### src/rtl/reg_alu_core_pkg.sv
// Shared widths and ALU opcodes for the reg_alu_core execute/writeback slice.
package reg_alu_core_pkg;

  localparam int DATA_W  = 16;
  localparam int NREGS   = 8;
  localparam int ADDR_W  = 3;
  localparam int SHAMT_W = 4;

  typedef enum logic [1:0] {
    OP_ADD = 2'b00,
    OP_SUB = 2'b01,
    OP_AND = 2'b10,
    OP_OR  = 2'b11
  } alu_op_e;

  // Mirror a data word end-for-end; lets one right-shift network serve left shifts too.
  function automatic logic [DATA_W-1:0] bit_rev(input logic [DATA_W-1:0] v);
    logic [DATA_W-1:0] r;
    for (int i = 0; i < DATA_W; i++) r[i] = v[DATA_W-1-i];
    return r;
  endfunction

endpackage

### src/rtl/reg_alu_shifter.sv
// 16-bit logarithmic barrel shifter: left, logical right, arithmetic right.
// Left shifts reverse the operand, shift right with zero fill, and reverse back.
module reg_alu_shifter
  import reg_alu_core_pkg::*;
(
  input  logic [DATA_W-1:0]  a_i,
  input  logic [SHAMT_W-1:0] shamt_i,
  input  logic               dir_i,    // 0 = left, 1 = right
  input  logic               arith_i,  // right shifts only: 1 = sign fill
  output logic [DATA_W-1:0]  y_o
);

  logic              fill;
  logic [DATA_W-1:0] stg [SHAMT_W+1];

  // Sign fill applies only to arithmetic right shifts; everything else fills with zero.
  assign fill   = dir_i & arith_i & a_i[DATA_W-1];
  assign stg[0] = dir_i ? a_i : bit_rev(a_i);

  // Stage i shifts right by 2**i when the matching shift-amount bit is set.
  for (genvar i = 0; i < SHAMT_W; i++) begin : g_stage
    localparam int S = 1 << i;
    assign stg[i+1] = shamt_i[i] ? {{S{fill}}, stg[i][DATA_W-1:S]} : stg[i];
  end

  assign y_o = dir_i ? stg[SHAMT_W] : bit_rev(stg[SHAMT_W]);

endmodule

### src/rtl/reg_alu_core.sv
// Execute/writeback core: 8x16 register file (2 async reads, 1 sync write),
// add/sub/and/or ALU, barrel shifter and signed set-less-than.
module reg_alu_core
  import reg_alu_core_pkg::*;
(
  input  logic               clk,
  input  logic               reset,
  input  logic               slt_sel,
  input  logic               sel,
  input  logic               main_sel,
  input  logic               sft_sel,
  input  logic               ryt_sft_sel,
  input  logic               wr,
  input  logic [1:0]         op,
  input  logic [SHAMT_W-1:0] sft_op,
  input  logic [ADDR_W-1:0]  rd_addr_a,
  input  logic [ADDR_W-1:0]  rd_addr_b,
  input  logic [ADDR_W-1:0]  wr_addr,
  input  logic [DATA_W-1:0]  d_in,
  output logic [DATA_W-1:0]  d_out_a,
  output logic [DATA_W-1:0]  d_out_b,
  output logic               cout
);

  logic [DATA_W-1:0] regs_q [NREGS];
  logic [DATA_W-1:0] opa, opb;
  logic [DATA_W:0]   sum;
  logic [DATA_W-1:0] alu_y, sft_y, result_d, wr_data_d;
  logic              is_sub;
  logic              slt;
  alu_op_e           op_e;

  // Asynchronous reads; a same-cycle write only shows up after the edge (no bypass).
  assign opa     = regs_q[rd_addr_a];
  assign opb     = regs_q[rd_addr_b];
  assign d_out_a = opa;
  assign d_out_b = opb;

  assign op_e   = alu_op_e'(op);
  assign is_sub = (op_e == OP_SUB);
  // Subtract as A + ~B + 1 so carry-out reads as "no borrow".
  assign sum    = {1'b0, opa} + {1'b0, (is_sub ? ~opb : opb)} + {{DATA_W{1'b0}}, is_sub};
  assign slt    = $signed(opa) < $signed(opb);

  reg_alu_shifter u_shifter (
    .a_i     (opa),
    .shamt_i (sft_op),
    .dir_i   (sft_sel),
    .arith_i (ryt_sft_sel),
    .y_o     (sft_y)
  );

  // ALU result and carry; logic ops report no carry.
  always_comb begin
    // NOTE: every output gets a default first so no path through the case infers a latch.
    alu_y = '0;
    cout  = 1'b0;
    case (op_e)
      OP_ADD, OP_SUB: begin
        alu_y = sum[DATA_W-1:0];
        cout  = sum[DATA_W];
      end
      OP_AND: alu_y = opa & opb;
      OP_OR:  alu_y = opa | opb;
    endcase
  end

  // Result priority: slt, then shifter, then ALU; then pick writeback source.
  always_comb begin
    result_d = alu_y;
    if (slt_sel)       result_d = {{(DATA_W-1){1'b0}}, slt};
    else if (main_sel) result_d = sft_y;
    wr_data_d = sel ? result_d : d_in;
  end

  // Register file write port; reset clears every entry and overrides a pending write.
  always_ff @(posedge clk) begin
    // NOTE: this file is small and must read zero after reset, so it is built from
    // flops with a clear rather than an uninitialised RAM macro.
    if (reset) begin
      for (int i = 0; i < NREGS; i++) regs_q[i] <= '0;
    end else if (wr) begin
      // NOTE: non-blocking so same-edge readers of regs_q always see the pre-edge value.
      regs_q[wr_addr] <= wr_data_d;
    end
  end

endmodule

### config.mk
export PLATFORM = sky130hd
export DESIGN_NAME = reg_alu_core
export DESIGN_NICKNAME = d
export VERILOG_FILES = /design/src/rtl/reg_alu_core_pkg.sv /design/src/rtl/reg_alu_shifter.sv /design/src/rtl/reg_alu_core.sv
export SDC_FILE = /design/constraint.sdc
export NUM_CORES = 1
export LEC_CHECK = 0
export CAP_MARGIN = 15
export CORE_MARGIN = 4
export CORE_UTILIZATION = 25
export CTS_CLUSTER_DIAMETER = 40
export DETAILED_ROUTE_END_ITERATION = 6
export GPL_TIMING_DRIVEN = 0
export SETUP_SLACK_MARGIN = 0.05
export SYNTH_ARGS = -nofsm -noshare
export SYNTH_HDL_FRONTEND = slang
export SYNTH_HIERARCHICAL = 1
export SYNTH_SLANG_ARGS = --single-unit
### constraint.sdc
create_clock -name clk -period 6.4 [get_ports clk]
set_clock_uncertainty 0.2 [all_clocks]
set_input_delay 1.28 -clock clk [delete_from_list [all_inputs] [get_ports clk]]
set_output_delay 1.28 -clock clk [all_outputs]
set_load 0.01 [all_outputs]
==> impl_metrics.env, run 1 <==
export IMPL_clock_sinks=128
export IMPL_netlist_area_sq_mm=0.0110
export IMPL_synth_simple_area_share=0.147
export IMPL_htreeDepth=4
export IMPL_die_w_um=218
export IMPL_largest_register_ffs=128
export IMPL_cts_hold_fix_buffers=0
export IMPL_path_cells="clkdlybuf4s15_2, buf_8, mux4_2, mux2i_1, inv_1, ha_1, and3_1, o211a_1, o21ai_1, a211oi_2, buf_2"
export IMPL_min_period_ns=6.13
export IMPL_synth_nets=1138
export IMPL_grt_overflow=0
export IMPL_clk_path_buf_depth=2
export IMPL_syn_avg_cell_area_sq_um=10.6
export IMPL_pin_count=72
export IMPL_synthMuxAreaShare=0.230
export IMPL_diodes=0
export IMPL_clkTransAtPathRegs_ns=0.06
export IMPL_grt_max_degree=17
export IMPL_instances_no_fill=1713
export IMPL_synth_ff_type="edfxtp_1"
export IMPL_async_flop_share=0
export IMPL_synth_compound_area_frac=0.140
export IMPL_worst_slack_ns=0.267
export IMPL_utilization=0.303
export IMPL_die_h_um=218
export IMPL_end_kind="output pin"
export IMPL_leakagePower_nw=4.83
export IMPL_outcome="finished, violations left"
export IMPL_slew_viol_final=0
export IMPL_clk_latency_ns=0.42
export IMPL_synthXorXnorAreaFrac=0.0166
export IMPL_finalHoldViolCount=0
export IMPL_areaGrowthSynthToFinish_pct=19.3
export IMPL_crit_path_start_kind="input pin"
export IMPL_max_freq_mhz=163
export IMPL_power_density_mw_per_mm2=223
export IMPL_synth_area_leaders="edfxtp_1, mux4_2, ha_1, mux2i_1, nor2_1"
export IMPL_drt_pass1_iterations=7
export IMPL_grt_total_usage=0.167
export IMPL_initial_utilization=0.254
export IMPL_grt_pass1_wl_mm=59.3
export IMPL_crit_path_max_incr_delay_ns=0.52
export IMPL_core_sq_mm=0.0434
export IMPL_place_inst=1680
export IMPL_fin_nets=1218
export IMPL_setup_viol=0
export IMPL_drt_initial_drc_count=1088
export IMPL_worst_endpoint_arrival_ns=4.65
export IMPL_ys_warn_count=6
export IMPL_relSlewSlack=0.201
export IMPL_dieArea_sq_mm=0.0475
export IMPL_largestRegisters="regs_q (128)"
export IMPL_violations="DRC"
export IMPL_yosysTopAreaCell="edfxtp_1"
export IMPL_synthAdderAreaFrac=0.0734
export IMPL_crit_fanout=11
export IMPL_synth_cells=1035
export IMPL_synth_top_area_share=0.349
export IMPL_required_ns=4.92
export IMPL_synth_top_family_by_area="multiplexers"
export IMPL_worst_setup_path_type="in -> out"
export IMPL_antenna_left=0
export IMPL_io_buffer_count=60
export IMPL_drc_errors=15
export IMPL_post_place_ws_ns=-2.08
export IMPL_fp_row_count=76
export IMPL_worst_pin_slew_ns=1.20
export IMPL_post_dp_hpwl_mm=29.9
export IMPL_registers_top_by_ff_count="regs_q"
export IMPL_wirelength_mm=40.7
export IMPL_fin_crit_sh=0.958
export IMPL_hold_path_class="reg -> reg"
export IMPL_post_drt_wl_per_cell_um=23.7
export IMPL_synth_cell_types=80
export IMPL_root_buffer="clkbuf_16"
export IMPL_via_per_inst=5.53
export IMPL_cts_tree="done"
export IMPL_finalPower_mw=2.93
export IMPL_cts_buffers=17
export IMPL_yosysSeqAreaShare=0.349
export IMPL_critPathSlowestCell="mux4_2"
export IMPL_antenna_found_initial=1
export IMPL_place_gp_congestion=0.989
export IMPL_synth_seq_cells=128
export IMPL_synth_edf_count=128
export IMPL_rsz0062_at_grt="false"
export IMPL_drv_cap=0
export IMPL_grt_pass1_vias=9298
export IMPL_route_vias_total=9474
export IMPL_ir_drop_uv=138
export IMPL_n_fill_cell=4524
export IMPL_drive_gt1_frac=0.197
## synth_stat cells, drive strengths merged, types with 3 or more instances
cell type  count
o31ai          9
nand3         10
o211a          3
a31oi         14
o21bai         5
or3            8
inv           48
mux2i         67
nand2b        21
mux4          75
a32oi          3
ha            63
nand2         85
o221ai         5
clkbuf        41
a31o           3
a22oi          4
nor3          29
and2           5
nor2         109
and3           5
a21oi         45
nor4           4
o22ai         20
a21o           9
a2111oi        3
nor3b         12
o21a           7
xnor2         16
o211ai         7
and4           3
o21ai         50
mux2          14
nand4          3
nor2b         13
buf           28
o311ai         4
or3b           5
xor2           4
edfxtp       128
a211oi        19
or2            7
## routing by layer
metal,GRT usage,vias to the layer above,part of all wire
li1,-,4132,-
met1,0.224,4687,0.41
met2,0.272,576,0.46
met3,0.0348,77,0.10
met4,0.0491,2,0.027
met5,0,-,0.00020
## critical path: cells and delay by family
kind | cells | cell delay (ns)
adder cells (fa/ha/maj) | 1 | 0.52
buffers and inverters | 4 | 1.12
AO/OA/AOI/OAI | 3 | 0.59
multiplexers | 2 | 0.87
AND/OR/NAND/NOR | 1 | 0.26
## cell type report
type                    count  area [sq um]  share of cell area
well taps                 585           732              0.0557
clock inverters            14           165              0.0126
multi-input cells         790          6790               0.516
plain buffers              68           399              0.0303
flip-flops and latches    128          3840               0.292
repair buffers             62           612              0.0465
inverters                  48           180              0.0137
clock buffers              18           429              0.0326
## stage by stage
stage | hold WS (ns) | TNS (ns) | area, sq um
2_1_floorplan | 1.13 | 0 | 11000
3_3_place_gp | 1.24 | -80.66 | 12400
3_5_place_dp | 1.27 | -77.95 | 12400
4_1_cts | 1.30 | 0 | 13100
5_1_grt | 1.38 | 0 | 13200
6_report | 1.29 | 0 | 13200
## cells by family after synthesis
logic type / Yosys count
and+or+nand+nor: 324
AOI/OAI and AO/OA: 226
muxes: 156
DFF: 128
buffers and inverters: 117
adders and majority gates: 64
xor gates and xnor gates: 20
## where the power goes
part	internal, mW	leakage [nW]	switching (mW)	total (mW)
registers	0.962	1.32	0.0168	0.978
logic	0.375	3.23	0.597	0.972
clock network	0.610	0.280	0.366	0.976
total	1.95	4.83	0.979	2.93
## timing repair
item	4_1_cts	5_1_grt
pin swaps	2	3
setup buffers	2	0
gates resized for setup	80	11
cloned	0	0
hold endpoints to repair	0	0
setup endpoints to repair	113	1
## path summary, 6_finish.rpt
check | from | endpoint | slack, ns | cells past startpoint
setup reg to reg | regs_q[4][1] | regs_q[5][7] | 1.57 | 11
setup / recovery | rd_addr_a[0] | cout | 0.27 | 11
hold reg to reg | regs_q[3][15] | regs_q[4][15] | 1.29 | 6
hold / removal | regs_q[3][15] | regs_q[4][15] | 1.29 | 6
## layout by cell type (no fill, tap or decap), types with 21 or more instances in the layout
| master | instances |
|---|---|
| nand2_1 | 85 |
| clkdlybuf4s50_1 | 58 |
| a21oi_1 | 44 |
| ha_1 | 61 |
| clkbuf_1 | 32 |
| nand2b_1 | 21 |
| mux2i_1 | 57 |
| nor2_1 | 101 |
| o21ai_0 | 43 |
| edfxtp_1 | 128 |
| mux4_2 | 75 |
| inv_1 | 40 |
(Power assumes the default switching activity.)
==> run 2, diff against run 1 <==
Settings changed: CORE_UTILIZATION 25 to 55, PLACE_DENSITY set to 0.75.
==> run 2 against run 1 <==
- the run still ends with DRC left
- sequential power is 0.6% higher
- core utilization increased by 35 points
- hold slack better by 0.018 ns
- clock power about the same
- combinational power down 1%
- die area down 53%
- count of clock-buffer cells in the layout is 1 lower
- register-to-register slack gained 0.03 ns
- sequential share of layout area increased by 0.76 points
- largest cell class unchanged
- largest power group is now the clock network
==> impl_metrics.env, run 2 (synthesis results as in run 1) <==
export IMPL_clkTransAtPathRegs_ns=0.06
export IMPL_drive_gt1_frac=0.199
export IMPL_required_ns=4.92
export IMPL_initial_utilization=0.562
export IMPL_worst_slack_ns=0.270
export IMPL_finalPower_mw=2.95
export IMPL_worst_endpoint_arrival_ns=4.65
export IMPL_largestRegisters="regs_q (128)"
export IMPL_drv_cap=0
export IMPL_rsz0062_at_grt="false"
export IMPL_dieArea_sq_mm=0.0224
export IMPL_finalHoldViolCount=0
export IMPL_drc_errors=2
export IMPL_core_sq_mm=0.0196
export IMPL_slew_viol_final=0
export IMPL_place_inst=1360
export IMPL_grt_total_usage=0.346
export IMPL_drt_pass1_iterations=7
export IMPL_final_cell_mix="edfxtp_1, nor2_1, nand2_1, mux4_2, ha_1"
export IMPL_root_buffer="clkbuf_16"
export IMPL_registers_top_by_ff_count="regs_q"
export IMPL_max_freq_mhz=163
export IMPL_htreeDepth=4
export IMPL_relSlewSlack=0.193
export IMPL_power_density_mw_per_mm2=230
export IMPL_grt_pass1_vias=9553
export IMPL_hold_path_depth=6
export IMPL_place_gp_congestion=0.990
export IMPL_clock_sinks=128
export IMPL_crit_fanout=11
export IMPL_leakagePower_nw=4.88
export IMPL_grt_overflow=0
export IMPL_worst_setup_path_type="in -> out"
export IMPL_fin_nets=1223
export IMPL_outcome="finished, violations left"
export IMPL_die_w_um=150
export IMPL_fp_row_count=51
export IMPL_tns_ns=0
export IMPL_areaGrowthSynthToFinish_pct=16.3
export IMPL_final_common_cell="edfxtp_1"
export IMPL_instances_no_fill=1398
export IMPL_largest_register_ffs=128
export IMPL_post_place_ws_ns=-1.77
export IMPL_n_fill_cell=1524
export IMPL_die_h_um=150
export IMPL_fin_hold_ws_ns=1.31
export IMPL_setup_viol=0
export IMPL_cts_buffers=17
export IMPL_violations="DRC"
export IMPL_fin_crit_sh=0.958
export IMPL_worst_pin_slew_ns=1.21
export IMPL_via_per_inst=7.06
export IMPL_antenna_found_initial=0
export IMPL_diodes=0
export IMPL_grt_max_degree=17
export IMPL_wirelength_mm=38.4
export IMPL_crit_path_start_kind="input pin"
export IMPL_r2r_start="regs_q[7][1]"
export IMPL_clk_path_buf_depth=2
export IMPL_post_dp_hpwl_mm=27.5
export IMPL_r2r_end="regs_q[6][7]"
export IMPL_antenna_left=0
export IMPL_hold_path_class="reg -> reg"
export IMPL_route_vias_total=9870
export IMPL_end_kind="output pin"
export IMPL_r2r_cells=11
export IMPL_post_drt_wl_per_cell_um=27.5
export IMPL_pin_count=72
export IMPL_r2r_slack_ns=1.60
export IMPL_cts_tree="done"
export IMPL_clk_latency_ns=0.43
export IMPL_ir_drop_uv=263
export IMPL_seqCellArea_sq_mm=0.00384
export IMPL_grt_pass1_wl_mm=57.1
export IMPL_min_period_ns=6.13
export IMPL_hold_start="regs_q[2][15]"
export IMPL_io_buffer_count=60
export IMPL_drt_initial_drc_count=1561
export IMPL_multi_input_area_sq_mm=0.00678
export IMPL_worst_hold_path_endpoint="regs_q[0][15]"
run 2: power breakdown:
part           switching, mW  total (mW)  internal, mW
clock network          0.388        1.00         0.617
registers             0.0216       0.984         0.962
logic                  0.580       0.958         0.378
run 2: worst max-delay path by stage:
| stage | from | end | slack [ns] | cells after the start |
|---|---|---|---|---|
| after floorplan | rd_addr_b[0] | cout | 0.23 | 13 |
| after global placement | rd_addr_a[0] | cout | -1.76 | 14 |
| after detailed placement | rd_addr_a[0] | cout | -1.77 | 14 |
| after CTS | op[0] | cout | 0.06 | 14 |
| after global routing | rd_addr_a[0] | cout | 0.08 | 14 |
| final | rd_addr_a[0] | cout | 0.27 | 14 |
run 2: cell type report:
class | instances | area share
timing repair buffer | 67 | 0.0526
buffer | 68 | 0.0313
sequential | 128 | 0.300
inverter | 48 | 0.0141
tap | 265 | 0.0259
multi-input combinational | 790 | 0.529
clock inverter | 15 | 0.0141
clock buffer | 17 | 0.0332
run 2: critical path, cell delays in order:
cell	delay, ns
clkdlybuf4s15_2	0.30
buf_6	0.24
mux4_2	0.54
mux2i_2	0.26
inv_2	0.18
ha_2	0.42
o21ai_0	0.12
nand2b_1	0.11
a21oi_1	0.10
a211oi_2	0.32
o211a_1	0.22
o21ai_1	0.11
a211oi_2	0.27
buf_2	0.17
run 2: timing repair:
action,in CTS,in global routing
setup buffers,1,6
endpoints found under the setup margin,89,1
pin swaps,1,3
hold endpoints to repair,0,0
hold buffers,0,0
resized for setup,69,23
run 2: per-stage QoR:
stage	utilization	cell area (sq um)
floorplan	-	11000
global placement	0.610	12000
detailed placement	0.610	12000
CTS	0.649	12700
global route	0.654	12800
finish	0.654	12800
run 2: routing by layer:
| metal | share of wire | vias to the layer above | track usage |
|---|---|---|---|
| li1 | - | 4136 | - |
| met1 | 0.34 | 4691 | 0.439 |
| met2 | 0.48 | 878 | 0.573 |
| met3 | 0.13 | 165 | 0.0742 |
| met4 | 0.052 | 0 | 0.160 |
| met5 | 0 | - | 0 |
==> run 3, diff against run 2 <==
Settings changed: CAP_MARGIN 15 to 20, CORE_MARGIN 4 to unset.
==> run 3 against run 2 <==
- the run now ends clean
- highest routed layer unchanged
- flip-flop and latch count unchanged
- first-iteration DRC count decreased by 0.77%
- via count about the same
- fmax decreased by 0.70%
- hold slack improved by 0.019 ns
- cell area decreased by 0.45%
- core utilization decreased by 0.081 points
- setup slack got worse by 0.043 ns
- wire length increased by 5.0%
- combinational power increased by 1%
==> impl_metrics.env, run 3 (synthesis results as in run 1) <==
export IMPL_outcome="finished clean"
export IMPL_pin_count=72
export IMPL_core_sq_mm=0.0195
export IMPL_fin_hold_ws_ns=1.33
export IMPL_fp_row_count=51
export IMPL_clkTransAtPathRegs_ns=0.07
export IMPL_grt_total_usage=0.405
export IMPL_fin_crit_sh=0.964
export IMPL_drive_gt1_frac=0.195
export IMPL_die_h_um=144
export IMPL_clockPowerShare=0.324
export IMPL_slew_viol_final=0
export IMPL_drv_cap=0
export IMPL_max_freq_mhz=162
export IMPL_intPower_mw=1.87
export IMPL_p_comb_frac=0.336
export IMPL_dieArea_sq_mm=0.0206
export IMPL_final_cell_mix="edfxtp_1, nor2_1, nand2_1, mux4_2, ha_1"
export IMPL_drt_initial_drc_count=1549
export IMPL_place_gp_congestion=0.985
export IMPL_relSlewSlack=0.232
export IMPL_hold_path_class="reg -> reg"
export IMPL_htreeDepth=4
export IMPL_finalHoldViolCount=0
export IMPL_min_period_ns=6.17
export IMPL_cts_hold_fix_buffers=0
export IMPL_clk_path_buf_depth=2
export IMPL_areaGrowthSynthToFinish_pct=15.8
export IMPL_final_common_cell="edfxtp_1"
export IMPL_ir_drop_uv=217
export IMPL_setup_viol=0
export IMPL_grt_pass1_vias=9428
export IMPL_p_switching_mw=1.01
export IMPL_leakagePower_nw=4.85
export IMPL_die_w_um=144
export IMPL_diodes=0
export IMPL_wirelength_mm=40.3
export IMPL_fin_nets=1222
export IMPL_seqPwrFrac=0.340
export IMPL_worst_slack_ns=0.227
export IMPL_crit_fanout=10
export IMPL_drc_errors=0
export IMPL_crit_path_start_kind="input pin"
export IMPL_power_density_mw_per_mm2=226
export IMPL_grt_pass1_wl_mm=58.9
export IMPL_rsz0062_at_grt="false"
export IMPL_end_kind="output pin"
export IMPL_worst_pin_slew_ns=1.15
export IMPL_worst_setup_path_type="in -> out"
export IMPL_registers_top_by_ff_count="regs_q"
export IMPL_clock_sinks=128
export IMPL_io_buffer_count=60
export IMPL_post_drt_wl_per_cell_um=28.9
export IMPL_largestRegisters="regs_q (128)"
export IMPL_via_per_inst=7.06
export IMPL_drt_pass1_iterations=6
export IMPL_route_vias_total=9869
export IMPL_finalPower_mw=2.89
export IMPL_swShare=0.351
export IMPL_cts_buffers=17
export IMPL_worst_endpoint_arrival_ns=4.69
export IMPL_antenna_found_initial=0
export IMPL_root_buffer="clkbuf_16"
export IMPL_required_ns=4.92
export IMPL_largest_register_ffs=128
export IMPL_initial_utilization=0.564
export IMPL_grt_overflow=0
export IMPL_cts_tree="done"
export IMPL_grt_max_degree=17
export IMPL_post_place_ws_ns=-1.89
export IMPL_post_dp_hpwl_mm=28.7
export IMPL_clk_latency_ns=0.43
export IMPL_antenna_left=0
-- run 3: cell types whose count changed in the layout (fill, tap and decap cells not counted), moves of 2 or more --
cell	previous run	this run
buf_4	8	3
buf_12	5	1
buf_8	1	5
clkinvlp_4	2	6
buf_6	5	8
clkbuf_4	1	4
ha_1	60	63
ha_2	3	0
inv_6	6	3
bufinv_16	3	1
clkinv_4	1	3
-- run 3: path summary, 6_finish.rpt --
kind,start,to,slack [ns],depth (start not counted)
hold reg to reg,regs_q[6][15],regs_q[1][15],1.33,6
hold / removal,regs_q[6][15],regs_q[1][15],1.33,6
setup reg to reg,regs_q[3][13],regs_q[6][14],1.85,14
setup / recovery,rd_addr_a[0],cout,0.23,14
-- run 3: timing repair --
action | CTS | global route
pin swaps | 1 | 2
gates resized for setup | 73 | 16
buffers inserted | 1 | 0
endpoints found under the setup margin | 39 | 1
-- run 3: per-layer routing --
metal | vias to the layer above | share of wire | wire length (um) | global-route usage
li1 | 4139 | - | - | -
met1 | 4736 | 0.36 | 14500 | 0.538
met2 | 862 | 0.46 | 18700 | 0.634
met3 | 132 | 0.13 | 5370 | 0.0893
met4 | 0 | 0.045 | 1810 | 0.185
met5 | - | 0 | 0 | 0
-- run 3: power by group through the flow --
stage	sequential [mW]	clock, mW	combinational, mW
finish	0.981	0.934	0.971
global route	0.983	0.960	1.03
CTS	0.980	0.923	0.934
detailed placement	0.996	0	0.910
global placement	0.992	0	0.903
floorplan	0.987	0	0.605
-- run 3: worst max-delay path: stages --
cell and delay [ns]:
clkdlybuf4s15_2 0.29, buf_8 0.23, mux4_2 0.55, mux2i_4 0.21, inv_2 0.15, ha_1 0.39, nor2b_1 0.15, o21a_1 0.16
o21ai_1 0.12, a211oi_2 0.38, o211a_1 0.23, o21ai_0 0.12, a211oi_2 0.23, buf_2 0.19
-- run 3: final cells by class --
| class | count | area (sq um) |
|---|---|---|
| multi-input cells | 790 | 6760 |
| flip-flops and latches | 128 | 3840 |
| repair buffers | 66 | 688 |
| plain buffers | 68 | 394 |
| fillers | 1530 | 6770 |
| clock inverters | 15 | 136 |
| inverters | 48 | 180 |
| well taps | 265 | 332 |
| clock buffers | 17 | 425 |
-- run 3: per-stage QoR --
step | setup TNS, ns | instance area [sq um] | instances | util
after global routing | 0 | 12800 | 1397 | 0.653
after detailed placement | -36.82 | 12000 | 1361 | 0.613
after CTS | 0 | 12700 | 1394 | 0.650
after global placement | -27.51 | 12000 | 1360 | 0.612
final | 0 | 12800 | 1397 | 0.653
after floorplan | 0 | 11000 | 1035 | -
==> RTL change (settings of run 1) <==
Set the package constant `ADDR_W` to 2 (it was 3).
--- a/src/rtl/reg_alu_core_pkg.sv
+++ b/src/rtl/reg_alu_core_pkg.sv
@@ -3,7 +3,7 @@
 
   localparam int DATA_W  = 16;
   localparam int NREGS   = 8;
-  localparam int ADDR_W  = 3;
+  localparam int ADDR_W  = 2;
   localparam int SHAMT_W = 4;
 
   typedef enum logic [1:0] {
Interface: changed (resized rd_addr_a, rd_addr_b and wr_addr); port bits go from 72 to 69. The function was not compared with the original's and may differ.
==> RTL change against run 1 <==
Register-to-register slack improved by 0.71 ns. Clock power fell by 52%. Synthesized area fell by 33%. Final area fell by 33%. Worst setup slack got worse by 0.054 ns. Wire length fell by 33%. Sequential share of layout area fell by 7.6 points. Sequential cell count fell by 64. Synthesized cell count fell by 25%. Total power fell by 43%. Largest cell class unchanged. Largest power group is now combinational cells.
==> RTL change: results (changes against run 1) <==
Parameter                              Value

Status
  Run status ... finished clean (was complete, but fails checks)

Place
  Placer Congestion ... 0.958 (was 0.989)
  IO buf count ... 59 (was 60)
  Pre-CTS worst setup slack ... -0.771 ns (was -2.08 ns)
  Estimated wirelength of the detail-placed design ... 21300 µm (was 29900 µm)
  Placement-stage cell area ... 8480 µm² (was 12400 µm²)

Cells and area
  Fraction of standard cell area that is sequential ... 0.217 (was 0.292)
  Clock network area share ... 0.0316 (was 0.0452)
  Number of combinational gates with multiple inputs ... 608 (was 790)
  Non-clock buffer share ... 0.102 (was 0.0769)
  Number of clock buffer instances in the layout ... 11 (was 18)
  Fraction of area in multi-input gates ... 0.574 (was 0.516)
  FFs & Latches ... 64 (was 128)
  Number of non-clock buffers in the layout ... 116 (was 130)
  Inverters ... 52 (was 48)
  Fraction of layout cells with a size suffix above 1 ... 0.151 (was 0.197)
  Top flop regs ... regs_q x64 (was regs_q x128)
  Nets ... 951 (was 1218)
  Post-route design area ... 8870 µm² (was 13200 µm²)

Clocking
  Inserted Clock Buffers ... 9 (was 17)
  Number of buffers inserted to repair setup after CTS ... 5 (was 2)
  Total number of H-tree levels ... 3 (was 4)
  Number of resized instances in the post-cts repair step ... 21 (was 80)

Power
  Pleak ... 3.26 nW (was 4.83 nW)
  Largest vdd supply drop ... 169 µV (was 138 µV)

Logic synthesis
  Mapped Cells ... 775 (was 1035)
  Post-synthesis sequential area ratio ... 0.259 (was 0.349)
  Commonest cells in the netlist ... edfxtp_1 (64), ha_1 (63), nor2_1 (62) (was edfxtp_1 (128), nor2_1 (101), nand2_1 (85))
  Post-Syn Area per Cell ... 9.57 µm² (was 10.6 µm²)
  Number of distinct standard cells referenced by the synthesized netlist ... 71 (was 80)
  Post-synthesis net count ... 875 (was 1138)
  Top cells by area, synth ... edfxtp_1 (26%), mux4_2 (13%), ha_1 (11%) (was edfxtp_1 (35%), mux4_2 (15%), ha_1 (7.2%))

GRT
  Global-route wire length before repair ... 40800 µm (was 59300 µm)
  Number of global-route vias before repair ... 6666 (was 9298)
  Total global-route track usage ... 0.162 (was 0.167)
  Initial antenna violation count ... 0 (was 1)

Route
  Detailed Routing Iterations Pass 1 ... 6 (was 7)
  Final wirelength ... 27400 µm (was 40700 µm)
  Iter 0 DRT Violations ... 728 (was 1088)
  Via density per instance ... 5.49 (was 5.53)

Worst setup path
  Critical path peak fanout ... 10 (was 11)
  CP max stage delay ... 0.61 ns (was 0.52 ns)
  WP data arrival ... 4.71 ns (was 4.65 ns)

STA
  Worst max-slew margin expressed relative to the limit ... 0.357 (was 0.201)
RTL change: cell types whose count changed in the layout (fill, tap and decap cells not counted), moves of 9 or more:
cell / before / now
a31oi_1: 13 / 4
mux4_2: 75 / 43
o22ai_1: 20 / 10
edfxtp_1: 128 / 64
nand2_1: 85 / 44
clkbuf_1: 32 / 23
nor2_1: 101 / 62
mux2i_1: 57 / 42
inv_1: 40 / 52
RTL change: path summary, 6_finish.rpt:
kind / start / endpoint / slack (ns) / depth (start not counted)
max: rd_addr_b[1] / cout / 0.21 / 12
min reg2reg: regs_q[3][8] / regs_q[0][8] / 1.18 / 4
max reg2reg: regs_q[3][1] / regs_q[2][14] / 2.28 / 12
min: regs_q[3][8] / regs_q[0][8] / 1.18 / 4
RTL change: per-layer routing:
metal / wire (µm) / vias up / track usage
li1: - / 3087 / -
met1: 11800 / 3418 / 0.218
met2: 13300 / 256 / 0.278
met3: 1620 / 43 / 0.0182
met4: 670 / 0 / 0.0430
met5: 0 / - / 0
RTL change: report_power, final:
| part | internal (mW) | switching (mW) | leakage (nW) |
|---|---|---|---|
| Clock | 0.297 | 0.168 | 0.138 |
| Sequential | 0.485 | 0.00932 | 0.665 |
| Combinational | 0.290 | 0.417 | 2.46 |
| Total | 1.07 | 0.594 | 3.26 |
RTL change: critical path: cells and delay by family:
kind            cells  cell delay, ns
compound gates      2            0.67
mux                 1            0.44
simple gates        4            0.53
xor+xnor            1            0.17
fa+ha+maj           1            0.42
buf+inv             3            1.20
RTL change: cell families after synthesis:
family | count (synthesis) | share of synthesized area
AOI/OAI and AO/OA | 185 | 0.173
xor gates and xnor gates | 18 | 0.0213
adders and majority gates | 64 | 0.109
DFF | 64 | 0.259
buffers and inverters | 103 | 0.0570
muxes | 97 | 0.206
and+or+nand+nor | 244 | 0.175
